--- src/rtl/pipe_ctrl_pkg.sv ---
// Shared definitions for the pipeline hazard controller: FSM encoding and parameter defaults.
package pipe_ctrl_pkg;

  localparam int REG_ADDR_W_DEF = 5;
  localparam int MC_MAX_CYC_DEF = 64;

  typedef enum logic [1:0] {
    ST_RUN = 2'd0,
    ST_MC  = 2'd1,
    ST_MEM = 2'd2
  } state_t;

endpackage

--- src/rtl/pipe_ctrl_if.sv ---
// Hazard-status inputs and stage-control outputs exchanged between the datapath and pipe_ctrl.
interface pipe_ctrl_if
  import pipe_ctrl_pkg::*;
#(
  parameter int REG_ADDR_W = REG_ADDR_W_DEF
);

  logic [REG_ADDR_W-1:0] id_rs1;
  logic [REG_ADDR_W-1:0] id_rs2;
  logic [REG_ADDR_W-1:0] ex_rd;
  logic                  id_use_rs1;
  logic                  id_use_rs2;
  logic                  ex_is_load;
  logic                  ex_redirect;
  logic                  mc_start;
  logic                  mc_done;
  logic                  mem_req;
  logic                  mem_ready;

  logic                  pc_en;
  logic                  pc_sel_redirect;
  logic                  if_id_valid;
  logic                  if_id_flush;
  logic                  id_ex_valid;
  logic                  id_ex_flush;
  logic                  ex_mem_valid;
  logic                  ex_mem_flush;
  logic                  mem_wb_valid;
  logic                  mc_timeout;

  modport master (
    input  id_rs1, id_rs2, ex_rd, id_use_rs1, id_use_rs2, ex_is_load,
           ex_redirect, mc_start, mc_done, mem_req, mem_ready,
    output pc_en, pc_sel_redirect, if_id_valid, if_id_flush, id_ex_valid,
           id_ex_flush, ex_mem_valid, ex_mem_flush, mem_wb_valid, mc_timeout
  );

  modport slave (
    output id_rs1, id_rs2, ex_rd, id_use_rs1, id_use_rs2, ex_is_load,
           ex_redirect, mc_start, mc_done, mem_req, mem_ready,
    input  pc_en, pc_sel_redirect, if_id_valid, if_id_flush, id_ex_valid,
           id_ex_flush, ex_mem_valid, ex_mem_flush, mem_wb_valid, mc_timeout
  );

endinterface

--- src/rtl/pipe_hazard_detect.sv ---
// Combinational load-use detector: a load in EX writes a register the ID instruction reads.
module pipe_hazard_detect
  import pipe_ctrl_pkg::*;
#(
  parameter int REG_ADDR_W = REG_ADDR_W_DEF
) (
  input  logic [REG_ADDR_W-1:0] id_rs1,
  input  logic [REG_ADDR_W-1:0] id_rs2,
  input  logic                  id_use_rs1,
  input  logic                  id_use_rs2,
  input  logic                  ex_is_load,
  input  logic [REG_ADDR_W-1:0] ex_rd,
  output logic                  load_use
);

  // x0 is never a real destination, so it cannot create a hazard
  assign load_use = ex_is_load & (ex_rd != {REG_ADDR_W{1'b0}}) &
                    ((id_use_rs1 & (id_rs1 == ex_rd)) |
                     (id_use_rs2 & (id_rs2 == ex_rd)));

endmodule

--- src/rtl/pipe_ctrl.sv ---
// pipe_ctrl: stage advance/flush and PC control for the 5-stage core.
// Build macro PIPE_CTRL_PERF_EN adds stall/redirect/load-use performance counters.
module pipe_ctrl
  import pipe_ctrl_pkg::*;
#(
  parameter int REG_ADDR_W = REG_ADDR_W_DEF,
  parameter int MC_MAX_CYC = MC_MAX_CYC_DEF
) (
  input  logic        clk,
  input  logic        reset,
  pipe_ctrl_if.master bus
`ifdef PIPE_CTRL_PERF_EN
  ,
  output logic [31:0] perf_stall_cyc,
  output logic [31:0] perf_flush_cnt,
  output logic [31:0] perf_lu_cnt
`endif
);

  localparam int               CNT_W    = $clog2(MC_MAX_CYC) + 1;
  localparam logic [CNT_W-1:0] CNT_LAST = CNT_W'(MC_MAX_CYC - 1);
  localparam logic [CNT_W-1:0] CNT_ONE  = CNT_W'(1);
  localparam logic [CNT_W-1:0] CNT_ZERO = CNT_W'(0);

  state_t           state_r, state_s, ret_r, ret_s, eff_s;
  logic [CNT_W-1:0] cnt_r, cnt_s;
  logic             pend_r, pend_s, timeout_r, timeout_s;
  logic             load_use_s, stall_s, done_s, mc_act_s, last_s;
  logic             pc_en_s, sel_s, ifv_s, iff_s, idv_s, idf_s, exv_s, exf_s, wbv_s;

  pipe_hazard_detect #(.REG_ADDR_W(REG_ADDR_W)) u_hazard (
    .id_rs1     (bus.id_rs1),
    .id_rs2     (bus.id_rs2),
    .id_use_rs1 (bus.id_use_rs1),
    .id_use_rs2 (bus.id_use_rs2),
    .ex_is_load (bus.ex_is_load),
    .ex_rd      (bus.ex_rd),
    .load_use   (load_use_s)
  );

  // MEM_WAIT behaves as its return state once memory is ready
  assign stall_s  = bus.mem_req & ~bus.mem_ready;
  assign eff_s    = (state_r == ST_MEM) ? ret_r : state_r;
  assign done_s   = bus.mc_done | pend_r;
  assign mc_act_s = (eff_s == ST_MC) | ((eff_s == ST_RUN) & bus.mc_start);
  assign last_s   = (eff_s == ST_MC) & (cnt_r == CNT_LAST);

  // Stage controls by priority: reset, memory stall, mul/div, redirect, load-use
  always_comb begin
    pc_en_s = 1'b1; sel_s = 1'b0;
    ifv_s = 1'b1; iff_s = 1'b0; idv_s = 1'b1; idf_s = 1'b0;
    exv_s = 1'b1; exf_s = 1'b0; wbv_s = 1'b1;
    if (reset) begin
      pc_en_s = 1'b0; ifv_s = 1'b0; iff_s = 1'b1; idv_s = 1'b0; idf_s = 1'b1;
      exv_s = 1'b0; exf_s = 1'b1; wbv_s = 1'b0;
    end else if (stall_s) begin
      pc_en_s = 1'b0; ifv_s = 1'b0; idv_s = 1'b0; exv_s = 1'b0; wbv_s = 1'b0;
    end else if (mc_act_s) begin
      pc_en_s = 1'b0; ifv_s = 1'b0; idv_s = 1'b0;
      exv_s = done_s; exf_s = ~done_s;
    end else if (bus.ex_redirect) begin
      sel_s = 1'b1; iff_s = 1'b1; idf_s = 1'b1;
    end else if (load_use_s) begin
      pc_en_s = 1'b0; ifv_s = 1'b0; idf_s = 1'b1;
    end else begin
      sel_s = 1'b0;
    end
  end

  // Next state, return state, occupancy counter and pending-done flag
  always_comb begin
    state_s = state_r; ret_s = ret_r; cnt_s = cnt_r; pend_s = pend_r; timeout_s = 1'b0;
    if (stall_s) begin
      state_s = ST_MEM;
      ret_s   = (eff_s == ST_MC) ? ST_MC : ST_RUN;
      pend_s  = pend_r | ((eff_s == ST_MC) & bus.mc_done);
    end else if (eff_s == ST_MC) begin
      if (done_s | last_s) begin
        state_s = ST_RUN; ret_s = ST_RUN; cnt_s = CNT_ZERO; pend_s = 1'b0;
        timeout_s = ~done_s;
      end else begin
        state_s = ST_MC; ret_s = ST_RUN; cnt_s = cnt_r + CNT_ONE; pend_s = 1'b0;
      end
    end else if (bus.mc_start & ~bus.mc_done) begin
      // the mc_start cycle is the first occupancy cycle
      state_s = ST_MC; ret_s = ST_RUN; cnt_s = CNT_ONE; pend_s = 1'b0;
    end else begin
      state_s = ST_RUN; ret_s = ST_RUN; cnt_s = CNT_ZERO; pend_s = 1'b0;
    end
  end

  // FSM and flag registers
  always_ff @(posedge clk) begin
    if (reset) begin
      state_r <= ST_RUN; ret_r <= ST_RUN; cnt_r <= CNT_ZERO;
      pend_r <= 1'b0; timeout_r <= 1'b0;
    end else begin
      state_r <= state_s; ret_r <= ret_s; cnt_r <= cnt_s;
      pend_r <= pend_s; timeout_r <= timeout_s;
    end
  end

  assign bus.pc_en           = pc_en_s;
  assign bus.pc_sel_redirect = sel_s;
  assign bus.if_id_valid     = ifv_s;
  assign bus.if_id_flush     = iff_s;
  assign bus.id_ex_valid     = idv_s;
  assign bus.id_ex_flush     = idf_s;
  assign bus.ex_mem_valid    = exv_s;
  assign bus.ex_mem_flush    = exf_s;
  assign bus.mem_wb_valid    = wbv_s;
  assign bus.mc_timeout      = timeout_r & ~reset;

`ifdef PIPE_CTRL_PERF_EN
  // Event counters; a load-use bubble is the only case with pc_en low and id_ex_flush high
  always_ff @(posedge clk) begin
    if (reset) begin
      perf_stall_cyc <= 32'd0; perf_flush_cnt <= 32'd0; perf_lu_cnt <= 32'd0;
    end else begin
      perf_stall_cyc <= perf_stall_cyc + {31'd0, ~pc_en_s};
      perf_flush_cnt <= perf_flush_cnt + {31'd0, sel_s};
      perf_lu_cnt    <= perf_lu_cnt + {31'd0, ~pc_en_s & idf_s};
    end
  end
`endif

endmodule

--- src/flat_wrapper.sv ---
// flat-port wrapper written by rule: the top's interface ports become plain ports
module pipe_ctrl_flat import pipe_ctrl_pkg::*;
#(
  parameter int REG_ADDR_W = REG_ADDR_W_DEF,
  parameter int MC_MAX_CYC = MC_MAX_CYC_DEF
)
  (clk, reset, bus_id_rs1, bus_id_rs2, bus_ex_rd, bus_id_use_rs1, bus_id_use_rs2, bus_ex_is_load, bus_ex_redirect, bus_mc_start, bus_mc_done, bus_mem_req, bus_mem_ready, bus_pc_en, bus_pc_sel_redirect, bus_if_id_valid, bus_if_id_flush, bus_id_ex_valid, bus_id_ex_flush, bus_ex_mem_valid, bus_ex_mem_flush, bus_mem_wb_valid, bus_mc_timeout);
  pipe_ctrl_if #(.REG_ADDR_W(REG_ADDR_W)) bus_i ();
  input  logic clk;
  input  logic reset;
  input wire logic [$bits(bus_i.id_rs1)-1:0] bus_id_rs1;
  input wire logic [$bits(bus_i.id_rs2)-1:0] bus_id_rs2;
  input wire logic [$bits(bus_i.ex_rd)-1:0] bus_ex_rd;
  input wire logic [$bits(bus_i.id_use_rs1)-1:0] bus_id_use_rs1;
  input wire logic [$bits(bus_i.id_use_rs2)-1:0] bus_id_use_rs2;
  input wire logic [$bits(bus_i.ex_is_load)-1:0] bus_ex_is_load;
  input wire logic [$bits(bus_i.ex_redirect)-1:0] bus_ex_redirect;
  input wire logic [$bits(bus_i.mc_start)-1:0] bus_mc_start;
  input wire logic [$bits(bus_i.mc_done)-1:0] bus_mc_done;
  input wire logic [$bits(bus_i.mem_req)-1:0] bus_mem_req;
  input wire logic [$bits(bus_i.mem_ready)-1:0] bus_mem_ready;
  output wire logic [$bits(bus_i.pc_en)-1:0] bus_pc_en;
  output wire logic [$bits(bus_i.pc_sel_redirect)-1:0] bus_pc_sel_redirect;
  output wire logic [$bits(bus_i.if_id_valid)-1:0] bus_if_id_valid;
  output wire logic [$bits(bus_i.if_id_flush)-1:0] bus_if_id_flush;
  output wire logic [$bits(bus_i.id_ex_valid)-1:0] bus_id_ex_valid;
  output wire logic [$bits(bus_i.id_ex_flush)-1:0] bus_id_ex_flush;
  output wire logic [$bits(bus_i.ex_mem_valid)-1:0] bus_ex_mem_valid;
  output wire logic [$bits(bus_i.ex_mem_flush)-1:0] bus_ex_mem_flush;
  output wire logic [$bits(bus_i.mem_wb_valid)-1:0] bus_mem_wb_valid;
  output wire logic [$bits(bus_i.mc_timeout)-1:0] bus_mc_timeout;
  assign bus_i.id_rs1 = bus_id_rs1;
  assign bus_i.id_rs2 = bus_id_rs2;
  assign bus_i.ex_rd = bus_ex_rd;
  assign bus_i.id_use_rs1 = bus_id_use_rs1;
  assign bus_i.id_use_rs2 = bus_id_use_rs2;
  assign bus_i.ex_is_load = bus_ex_is_load;
  assign bus_i.ex_redirect = bus_ex_redirect;
  assign bus_i.mc_start = bus_mc_start;
  assign bus_i.mc_done = bus_mc_done;
  assign bus_i.mem_req = bus_mem_req;
  assign bus_i.mem_ready = bus_mem_ready;
  assign bus_pc_en = bus_i.pc_en;
  assign bus_pc_sel_redirect = bus_i.pc_sel_redirect;
  assign bus_if_id_valid = bus_i.if_id_valid;
  assign bus_if_id_flush = bus_i.if_id_flush;
  assign bus_id_ex_valid = bus_i.id_ex_valid;
  assign bus_id_ex_flush = bus_i.id_ex_flush;
  assign bus_ex_mem_valid = bus_i.ex_mem_valid;
  assign bus_ex_mem_flush = bus_i.ex_mem_flush;
  assign bus_mem_wb_valid = bus_i.mem_wb_valid;
  assign bus_mc_timeout = bus_i.mc_timeout;
  pipe_ctrl #(.REG_ADDR_W(REG_ADDR_W), .MC_MAX_CYC(MC_MAX_CYC)) u_core (.clk(clk), .reset(reset), .bus(bus_i));
endmodule
--- config.mk ---
export PLATFORM = sky130hd
export DESIGN_NAME = pipe_ctrl_flat
export DESIGN_NICKNAME = d
export VERILOG_FILES = /design/src/rtl/pipe_ctrl_pkg.sv /design/src/rtl/pipe_ctrl_if.sv /design/src/rtl/pipe_hazard_detect.sv /design/src/rtl/pipe_ctrl.sv /design/src/flat_wrapper.sv
export SDC_FILE = /design/constraint.sdc
export NUM_CORES = 1
export LEC_CHECK = 0
export ABC_CLOCK_PERIOD_IN_PS = 1500
export CAP_MARGIN = 20
export CELL_PAD_IN_SITES_DETAIL_PLACEMENT = 1
export CELL_PAD_IN_SITES_GLOBAL_PLACEMENT = 2
export CORE_UTILIZATION = 20
export CTS_BUF_LIST = sky130_fd_sc_hd__clkbuf_16
export CTS_CLUSTER_DIAMETER = 120
export DETAILED_ROUTE_END_ITERATION = 8
export PLACE_DENSITY = 0.81
export SYNTH_ARGS = -nofsm -noshare
export SYNTH_HDL_FRONTEND = slang
export SYNTH_SLANG_ARGS = --single-unit
--- constraint.sdc ---
create_clock -name clk -period 1.5 [get_ports clk]
set_clock_uncertainty 0.05 [all_clocks]
set_input_delay 0.3 -clock clk [delete_from_list [all_inputs] [get_ports clk]]
set_output_delay 0.3 -clock clk [all_outputs]
set_load 0.005 [all_outputs]
==> results of run 1 <==
## power breakdown
group | internal [uW] | switching (uW) | total, uW
Clock | 347 | 136 | 483
Combinational | 175 | 119 | 293
Sequential | 321 | 6.14 | 328
## stage by stage
| step | setup WS, ns | area (um^2) | TNS [ns] | util |
|---|---|---|---|---|
| after global routing | -0.388 | 1600 | -3.67 | 0.438 |
| after detailed placement | -1.21 | 1290 | -12.46 | 0.353 |
| final | -0.323 | 1600 | -2.68 | 0.438 |
| after floorplan | -0.123 | 763 | -0.169 | - |
| after CTS | -0.333 | 1540 | -2.98 | 0.420 |
| after global placement | -1.12 | 1290 | -12.04 | 0.353 |
## per-layer routing
layer	GRT usage	part of all wire	up-vias
met2	0.307	0.56	34
li1	-	-	454
met5	0	0	-
met1	0.157	0.37	434
met4	0.0511	0.028	0
met3	0.0268	0.047	5
## Yosys cell counts, types with 2 or more instances
master | n | area share
a21oi_1 | 7 | 0.046
a31oi_1 | 3 | 0.025
and2_1 | 2 | 0.016
dfxtp_1 | 12 | 0.31
inv_1 | 3 | 0.015
nand2_1 | 6 | 0.030
nand2b_1 | 5 | 0.041
nand3_1 | 2 | 0.013
nor2_1 | 5 | 0.025
nor3b_1 | 2 | 0.020
nor4_1 | 2 | 0.016
o21ai_1 | 5 | 0.033
xnor2_1 | 3 | 0.034
xor2_1 | 8 | 0.092
## logic make-up after synthesis
kind of cell / after synthesis
compound gates: 26
xor+xnor: 11
fa+ha+maj: 1
buf+inv: 5
flops: 12
simple gates: 33
## sequential cells by signal, indices dropped and copies added (netlist names)
register	cells
u_core.cnt_r	7
u_core.pend_r	1
u_core.ret_r	1
u_core.state_r	2
u_core.timeout_r	1
## worst min-delay path by stage
| stage | slack [ns] | depth (start not counted) | endpoint |
|---|---|---|---|
| 2_1_floorplan | 0.33 | 1 | u_core.cnt_r[6]$_SDFFE_PP0N_ |
| 3_3_place_gp | 0.40 | 1 | u_core.timeout_r$_SDFF_PP0_ |
| 3_5_place_dp | 0.41 | 1 | u_core.timeout_r$_SDFF_PP0_ |
| 4_1_cts | 0.43 | 1 | u_core.timeout_r$_SDFF_PP0_ |
| 5_1_grt | 0.47 | 2 | u_core.cnt_r[1]$_SDFFE_PP0N_ |
| 6_report | 0.43 | 2 | u_core.cnt_r[1]$_SDFFE_PP0N_ |
## critical path, stage by stage
cell and delay (ns):
buf_6 0.10, or4_4 0.53, o21ai_2 0.17, buf_4 0.12, o31a_1 0.14, buf_2 0.11
## area by class of cell
cell class,instances,area [um^2]
multi-input combinational,71,631
inverter,4,15.0
clock buffer,3,75.1
timing repair buffer,66,572
tap,48,60.1
sequential,12,251
fill,430,2060
## repair_timing
item	in CTS	in global routing
resized for setup	123	21
endpoints found under the hold margin	0	0
setup buffers	15	1
pin swaps	23	11
endpoints found under the setup margin	18	17
==> flow_metrics.py, run 1 <==
metrics = {
    "placement": {
        "place_congestion": 0.734,
        "dp_cells": 187,
        "dp_hpwl_mm": 2.05,
        "io_buffers": 34,
    },
    "clock_network": {
        "cts_made_buffers": 3,
        "clock-root-buffer": "clkbuf_16",
        "h-tree-depth": 1,
        "cts.sinks": 12,
        "path_clk_slew_ns": 0.04,
        "cts_buffer_depth": 2,
        "clock_latency_ns": 0.24,
        "cts_tree": "built",
        "hold_buffers": 0,
    },
    "setup_path": {
        "ff2ff_path_depth": 7,
        "r2r_end": "u_core.cnt_r[2]$_SDFFE_PP0N_",
        "r2r_setup_slack_ns": -0.13,
        "required_ns": 1.15,
        "cp-endpoint": "bus_if_id_valid",
        "path_class": "input pin to output pin",
        "crit_arrival_ns": 1.47,
        "start_kind": "input pin",
        "rr_startpoint": "u_core.state_r[1]$_SDFF_PP0_",
        "crit_fanout": 3,
        "end_kind": "output pin",
        "startpoint": "bus_ex_rd[0]",
    },
    "global_route": {
        "grtUsageTotal": 0.154,
        "grt_max_degree": 8,
        "overflow": 0,
        "grt_pass1_vias": 1063,
        "antenna_found_initial": 0,
        "grt_pass1_wl_mm": 4.82,
    },
    "floorplanning": {
        "io_pins": 35,
        "die_area_um2": 4070,
        "start_util": 0.208,
        "fp-row-count": 22,
        "fp.dieH_um": 63.8,
        "dieWidth_um": 63.8,
        "coreArea_um2": 3660,
    },
    "sta": {
        "post-route-period-util": 1.22,
        "holdWs_ns": 0.427,
        "max_slew_margin": 0.792,
        "slew_violations": 0,
        "hold_viol_final": 0,
        "setup_ws_ns": -0.323,
        "fmax_mhz": 549,
        "finalSetupViolCount": 16,
        "rsz0062_at_grt": "yes",
        "tightest_slew_ns": 0.313,
        "min_period_ns": 1.82,
    },
    "drt": {
        "drc": 0,
        "vias_per_cell": 4.54,
        "ant_nets": 0,
        "dr.pass1.iters": 3,
        "post_drt_wl_per_cell_um": 14.5,
        "vias": 927,
        "drt_iter0_drc": 21,
        "routed_wirelength_mm": 2.97,
    },
    "final_layout": {
        "num_antenna_cells": 0,
        "syn2layout_area_growth_pct": 110,
        "stdcell_count": 204,
        "final_nets": 184,
        "final_cell_mix": "buf_6, buf_4, buf_2, dfxtp_1",
        "final_layout_size_suffix_gt1_frac": 0.532,
    },
    "logic_synthesis": {
        "seq_area_frac_synth": 0.315,
        "synth_edf_count": 0,
        "netlist_instances": 88,
        "ys_types": 37,
        "synth_top_family_by_area": "simple AND/OR/NAND/NOR gates",
        "async_flop_share": 0,
        "synthMuxAreaShare": 0,
        "ys.flop_type": "dfxtp_1",
        "syn_area_um2": 763,
        "synth_seq_cells": 12,
        "yosys.area_share.xor_xnor": 0.126,
        "synth-compound-area-share": 0.244,
        "avgSynthCellArea_um2": 8.67,
        "yosys_warnings": 0,
        "syn-num-nets": 114,
        "synthAdderAreaFrac": 0.0164,
        "synthSimpleGateAreaFrac": 0.269,
    },
    "power": {
        "p_leak_uw": 0.000718,
        "vdd_drop_max_mv": 0.269,
        "p_per_area_nw_per_um2": 689,
        "total_power_uw": 1100,
    },
    "run": {
        "cap_violations": 0,
    },
    "hold_path": {
        "min_from": "u_core.cnt_r[1]$_SDFFE_PP0N_",
        "min_path_type": "flip-flop to flip-flop",
    },
    "outcome": {
        "status": "finished, violations left",
        "violations": "setup timing",
    },
}
(Power assumes the default switching activity.)
==> run 2: changes to the inputs <==
--- a/config.mk
+++ b/config.mk
@@ -5,7 +5,7 @@
 export SDC_FILE = /design/constraint.sdc
 export NUM_CORES = 1
 export LEC_CHECK = 0
-export ABC_CLOCK_PERIOD_IN_PS = 1500
+export ABC_CLOCK_PERIOD_IN_PS = 1600
 export CAP_MARGIN = 20
 export CELL_PAD_IN_SITES_DETAIL_PLACEMENT = 1
 export CELL_PAD_IN_SITES_GLOBAL_PLACEMENT = 2
==> constraint.sdc (replaced) <==
create_clock -name clk -period 1.6 [get_ports clk]
set_clock_uncertainty 0.05 [all_clocks]
set_input_delay 0.32 -clock clk [delete_from_list [all_inputs] [get_ports clk]]
set_output_delay 0.32 -clock clk [all_outputs]
set_load 0.005 [all_outputs]
==> flow_metrics.py, run 2 (synthesis results as in run 1) <==
metrics = {
    "power": {
        "p_per_area_nw_per_um2": 637,
        "p_leak_uw": 0.000717,
        "vdd_drop_max_mv": 0.269,
    },
    "placement": {
        "io_buffers": 34,
        "place_congestion": 0.757,
        "dpl_worst_slack_ns": -1.17,
        "dp_cells": 186,
        "dp_hpwl_mm": 2.06,
    },
    "setup_path": {
        "end_kind": "output pin",
        "crit_arrival_ns": 1.58,
        "rr_startpoint": "u_core.state_r[1]$_SDFF_PP0_",
        "path_class": "input pin to output pin",
        "start_kind": "input pin",
        "crit_fanout": 2,
        "startpoint": "bus_id_rs2[3]",
        "ff2ff_path_depth": 7,
        "required_ns": 1.23,
    },
    "final_layout": {
        "top_register": "u_core.cnt_r",
        "layout_commonest_cell": "buf_4",
        "final_layout_size_suffix_gt1_frac": 0.532,
        "final_nets": 184,
        "largest_reg_flops": 7,
        "largestRegisters": "u_core.cnt_r x7, u_core.state_r x2",
        "stdcell_count": 204,
        "syn2layout_area_growth_pct": 109,
        "num_antenna_cells": 0,
        "final_cell_mix": "buf_4, buf_6, buf_2",
    },
    "sta": {
        "hold_viol_final": 0,
        "rsz0062_at_grt": "yes",
        "fmax_mhz": 513,
        "min_period_ns": 1.95,
        "slew_violations": 0,
        "finalSetupViolCount": 14,
        "setup_ws_ns": -0.348,
        "holdWs_ns": 0.424,
        "tightest_slew_ns": 0.314,
        "tns_ns": -1.69,
        "max_slew_margin": 0.791,
        "post-route-period-util": 1.22,
    },
    "drt": {
        "routed_wirelength_mm": 2.99,
        "vias_per_cell": 4.60,
        "dr.pass1.iters": 4,
        "ant_nets": 0,
        "post_drt_wl_per_cell_um": 14.7,
        "drc": 0,
        "drt_iter0_drc": 24,
        "vias": 938,
    },
    "clock_network": {
        "cts_buffer_depth": 2,
        "clock-root-buffer": "clkbuf_16",
        "hold_buffers": 0,
        "path_clk_slew_ns": 0.04,
        "cts_tree": "built",
        "cts_made_buffers": 3,
        "cts.sinks": 12,
        "h-tree-depth": 1,
        "clock_latency_ns": 0.24,
    },
    "hold_path": {
        "hold_path_depth": 2,
        "min_from": "u_core.cnt_r[1]$_SDFFE_PP0N_",
        "min_path_type": "flip-flop to flip-flop",
    },
    "floorplanning": {
        "die_area_um2": 4070,
        "io_pins": 35,
        "start_util": 0.208,
        "dieWidth_um": 63.8,
        "coreArea_um2": 3660,
        "fp-row-count": 22,
        "fp.dieH_um": 63.8,
    },
    "run": {
        "cap_violations": 0,
    },
    "outcome": {
        "violations": "setup timing",
        "status": "finished, violations left",
    },
    "global_route": {
        "antenna_found_initial": 0,
        "grt_pass1_vias": 989,
        "grt_max_degree": 8,
        "overflow": 0,
        "grt_pass1_wl_mm": 4.61,
        "grtUsageTotal": 0.150,
    },
}
run 2: cell count changes in the layout (fill, tap and decap cells not counted), sizes merged:
cell,previous run,this run
clkbuf,5,3
clkdlybuf4s15,3,4
dlygate4sd2,8,9
run 2: final timing paths:
path                                                     end  slack [ns]
worst max-delay path                         bus_id_ex_flush       -0.35
worst min register to register  u_core.cnt_r[1]$_SDFFE_PP0N_        0.42
worst max register to register  u_core.cnt_r[4]$_SDFFE_PP0N_       -0.05
worst min-delay path            u_core.cnt_r[1]$_SDFFE_PP0N_        0.42
run 2: power breakdown:
| part | internal [uW] | leakage, uW | switching [uW] |
|---|---|---|---|
| Combinational | 158 | 0.000580 | 110 |
| Sequential | 301 | 0.0000993 | 5.98 |
| Clock | 324 | 0.0000370 | 118 |
run 2: timing repair:
action                                 CTS  global route
pin swaps                               24             7
setup endpoints to repair               18            17
endpoints found under the hold margin    0             0
setup buffers                           13             4
gates resized for setup                125            11
run 2: area by class of cell:
class	count	area, um^2
Clock buffer	3	75.1
Fill cell	424	2060
Inverter	4	15.0
Multi-Input combinational cell	71	629
Sequential cell	12	251
Tap cell	48	60.1
Timing Repair Buffer	66	567
run 2: through the flow:
step                      utilization  power [uW]  cell area, um^2
after detailed placement        0.351         533             1280
after global routing            0.436        1060             1600
final                           0.436        1020             1600
after global placement          0.351         528             1280
after CTS                       0.418        1020             1530
after floorplan                     -         384              763
run 2: layer usage:
metal  wire (um)  vias up  GRT usage
li1            -      451          -
met1        1070      440      0.151
met2        1640       37      0.294
met3         196       10     0.0375
met4          88        0     0.0511
met5           0        -          0
run 2: worst max-delay path: stages:
cell	delay, ns
buf_6	0.09
xor2_1	0.15
nor4_2	0.29
a32oi_2	0.18
buf_4	0.17
o41ai_2	0.21
buf_2	0.17
==> run 3: changes to the inputs <==
--- a/config.mk
+++ b/config.mk
@@ -5,15 +5,15 @@
 export SDC_FILE = /design/constraint.sdc
 export NUM_CORES = 1
 export LEC_CHECK = 0
-export ABC_CLOCK_PERIOD_IN_PS = 1600
+export ABC_CLOCK_PERIOD_IN_PS = 2120
 export CAP_MARGIN = 20
 export CELL_PAD_IN_SITES_DETAIL_PLACEMENT = 1
 export CELL_PAD_IN_SITES_GLOBAL_PLACEMENT = 2
-export CORE_UTILIZATION = 20
+export CORE_UTILIZATION = 22
 export CTS_BUF_LIST = sky130_fd_sc_hd__clkbuf_16
 export CTS_CLUSTER_DIAMETER = 120
 export DETAILED_ROUTE_END_ITERATION = 8
-export PLACE_DENSITY = 0.81
+export PLACE_DENSITY = 0.84
 export SYNTH_ARGS = -nofsm -noshare
 export SYNTH_HDL_FRONTEND = slang
 export SYNTH_SLANG_ARGS = --single-unit
==> constraint.sdc (replaced) <==
create_clock -name clk -period 2.12 [get_ports clk]
set_clock_uncertainty 0.05 [all_clocks]
set_input_delay 0.424 -clock clk [delete_from_list [all_inputs] [get_ports clk]]
set_output_delay 0.424 -clock clk [all_outputs]
set_load 0.005 [all_outputs]
==> flow_metrics.py, run 3 (synthesis results as in run 1) <==
metrics = {
    "clock_network": {
        "clock-root-buffer": "clkbuf_16",
        "cts_made_buffers": 3,
        "cts_buffer_depth": 2,
        "h-tree-depth": 1,
        "cts.sinks": 12,
        "cts_tree": "built",
        "clock_latency_ns": 0.23,
        "path_clk_slew_ns": 0.04,
    },
    "global_route": {
        "grtUsageTotal": 0.158,
        "grt_pass1_wl_mm": 4.26,
        "grt_use_met2": 0.297,
        "antenna_found_initial": 0,
        "grt.busiest_layer": "met2",
        "grt_pass1_vias": 990,
        "use_met1": 0.163,
        "overflow": 0,
        "grtUsageMet3": 0.0448,
        "grt_max_degree": 8,
    },
    "setup_path": {
        "required_ns": 1.65,
        "rr_startpoint": "u_core.state_r[1]$_SDFF_PP0_",
        "crit_arrival_ns": 1.62,
        "r2r_setup_slack_ns": 0.48,
        "cp-endpoint": "bus_if_id_valid",
        "crit_fanout": 3,
        "ff2ff_path_depth": 6,
        "start_kind": "input pin",
        "startpoint": "bus_ex_rd[2]",
        "path_class": "input pin to output pin",
        "end_kind": "output pin",
        "r2r_end": "u_core.cnt_r[4]$_SDFFE_PP0N_",
    },
    "power": {
        "p_leak_uw": 0.000663,
        "p_per_area_nw_per_um2": 507,
        "vdd_drop_max_mv": 0.242,
    },
    "drt": {
        "post_drt_wl_per_cell_um": 13.8,
        "ant_nets": 0,
        "dr.pass1.iters": 4,
        "vias": 882,
        "vias_per_cell": 4.59,
        "routed_wirelength_mm": 2.65,
        "drt_iter0_drc": 18,
        "drc": 0,
    },
    "floorplanning": {
        "coreArea_um2": 3340,
        "die_area_um2": 3710,
        "start_util": 0.229,
        "fp.dieH_um": 60.9,
        "fp-row-count": 21,
        "io_pins": 35,
        "dieWidth_um": 60.9,
    },
    "final_layout": {
        "layout_commonest_cell": "buf_4",
        "final_cell_mix": "buf_4, dlygate4sd2_1, dfxtp_1",
        "final_core_util": 0.441,
        "final_layout_size_suffix_gt1_frac": 0.445,
        "top_register": "u_core.cnt_r",
        "num_antenna_cells": 0,
        "syn2layout_area_growth_pct": 92.6,
        "final_nets": 174,
        "stdcell_count": 192,
        "largestRegisters": "u_core.cnt_r x7, u_core.state_r x2",
        "largest_reg_flops": 7,
        "fillers": 402,
    },
    "placement": {
        "dp_hpwl_mm": 1.97,
        "dpl_worst_slack_ns": -0.826,
        "dp_cells": 181,
        "io_buffers": 34,
        "place_congestion": 0.769,
    },
    "sta": {
        "fmax_mhz": 478,
        "slew_violations": 0,
        "tns_ns": 0,
        "tightest_slew_ns": 0.327,
        "hold_viol_final": 0,
        "post-route-period-util": 0.987,
        "finalSetupViolCount": 0,
        "rsz0062_at_grt": "yes",
        "max_slew_margin": 0.782,
        "holdWs_ns": 0.410,
        "setup_ws_ns": 0.0277,
        "min_period_ns": 2.09,
    },
    "hold_path": {
        "min_path_type": "flip-flop to flip-flop",
        "min_from": "u_core.cnt_r[6]$_SDFFE_PP0N_",
    },
    "run": {
        "cap_violations": 0,
    },
    "outcome": {
        "status": "finished, final reports clean",
    },
}
[run 3: area by class of cell]
cell class / count / area [um^2] / share of cell area
repair buffers: 56 / 452 / 0.307
well taps: 46 / 57.6 / 0.0391
flip-flops and latches: 12 / 246 / 0.168
clock buffers: 3 / 75.1 / 0.0511
inverters: 4 / 15.0 / 0.0102
multi-input cells: 71 / 624 / 0.425
[run 3: critical path, cell delays in order]
cell and delay (ns):
buf_8 0.11, xor2_2 0.17, nor4_2 0.29, a32oi_2 0.17
o31a_1 0.31, buf_2 0.13
[run 3: how the worst min path moves through the flow]
stage                                  endpoint  depth (start not counted)  slack, ns
floorplan           u_core.timeout_r$_SDFF_PP0_                          1       0.39
global placement    u_core.timeout_r$_SDFF_PP0_                          1       0.40
detailed placement  u_core.timeout_r$_SDFF_PP0_                          1       0.41
CTS                 u_core.timeout_r$_SDFF_PP0_                          1       0.42
global route        u_core.timeout_r$_SDFF_PP0_                          1       0.44
finish              u_core.timeout_r$_SDFF_PP0_                          1       0.41
[run 3: timing repair]
item / CTS / global route
pin swaps: 14 / 12
endpoints found under the setup margin: 10 / 4
hold buffers: 0 / 0
gates resized for setup: 77 / 26
buffers inserted: 9 / 2
[run 3: routing by layer]
metal,share of wire,up-vias
met5,0,-
met4,0.021,0
met3,0.079,7
met2,0.54,40
met1,0.36,403
li1,-,432
[run 3: power by group]
part / switching, uW / internal [uW]
combinational: 77.3 / 104
clock: 85.8 / 244
sequential: 4.72 / 230
[run 3: per-stage QoR]
step / area [um^2] / power [uW]
after floorplan: 763 / 290
after global placement: 1260 / 392
after detailed placement: 1260 / 396
after CTS: 1440 / 751
after global routing: 1470 / 790
final: 1470 / 746
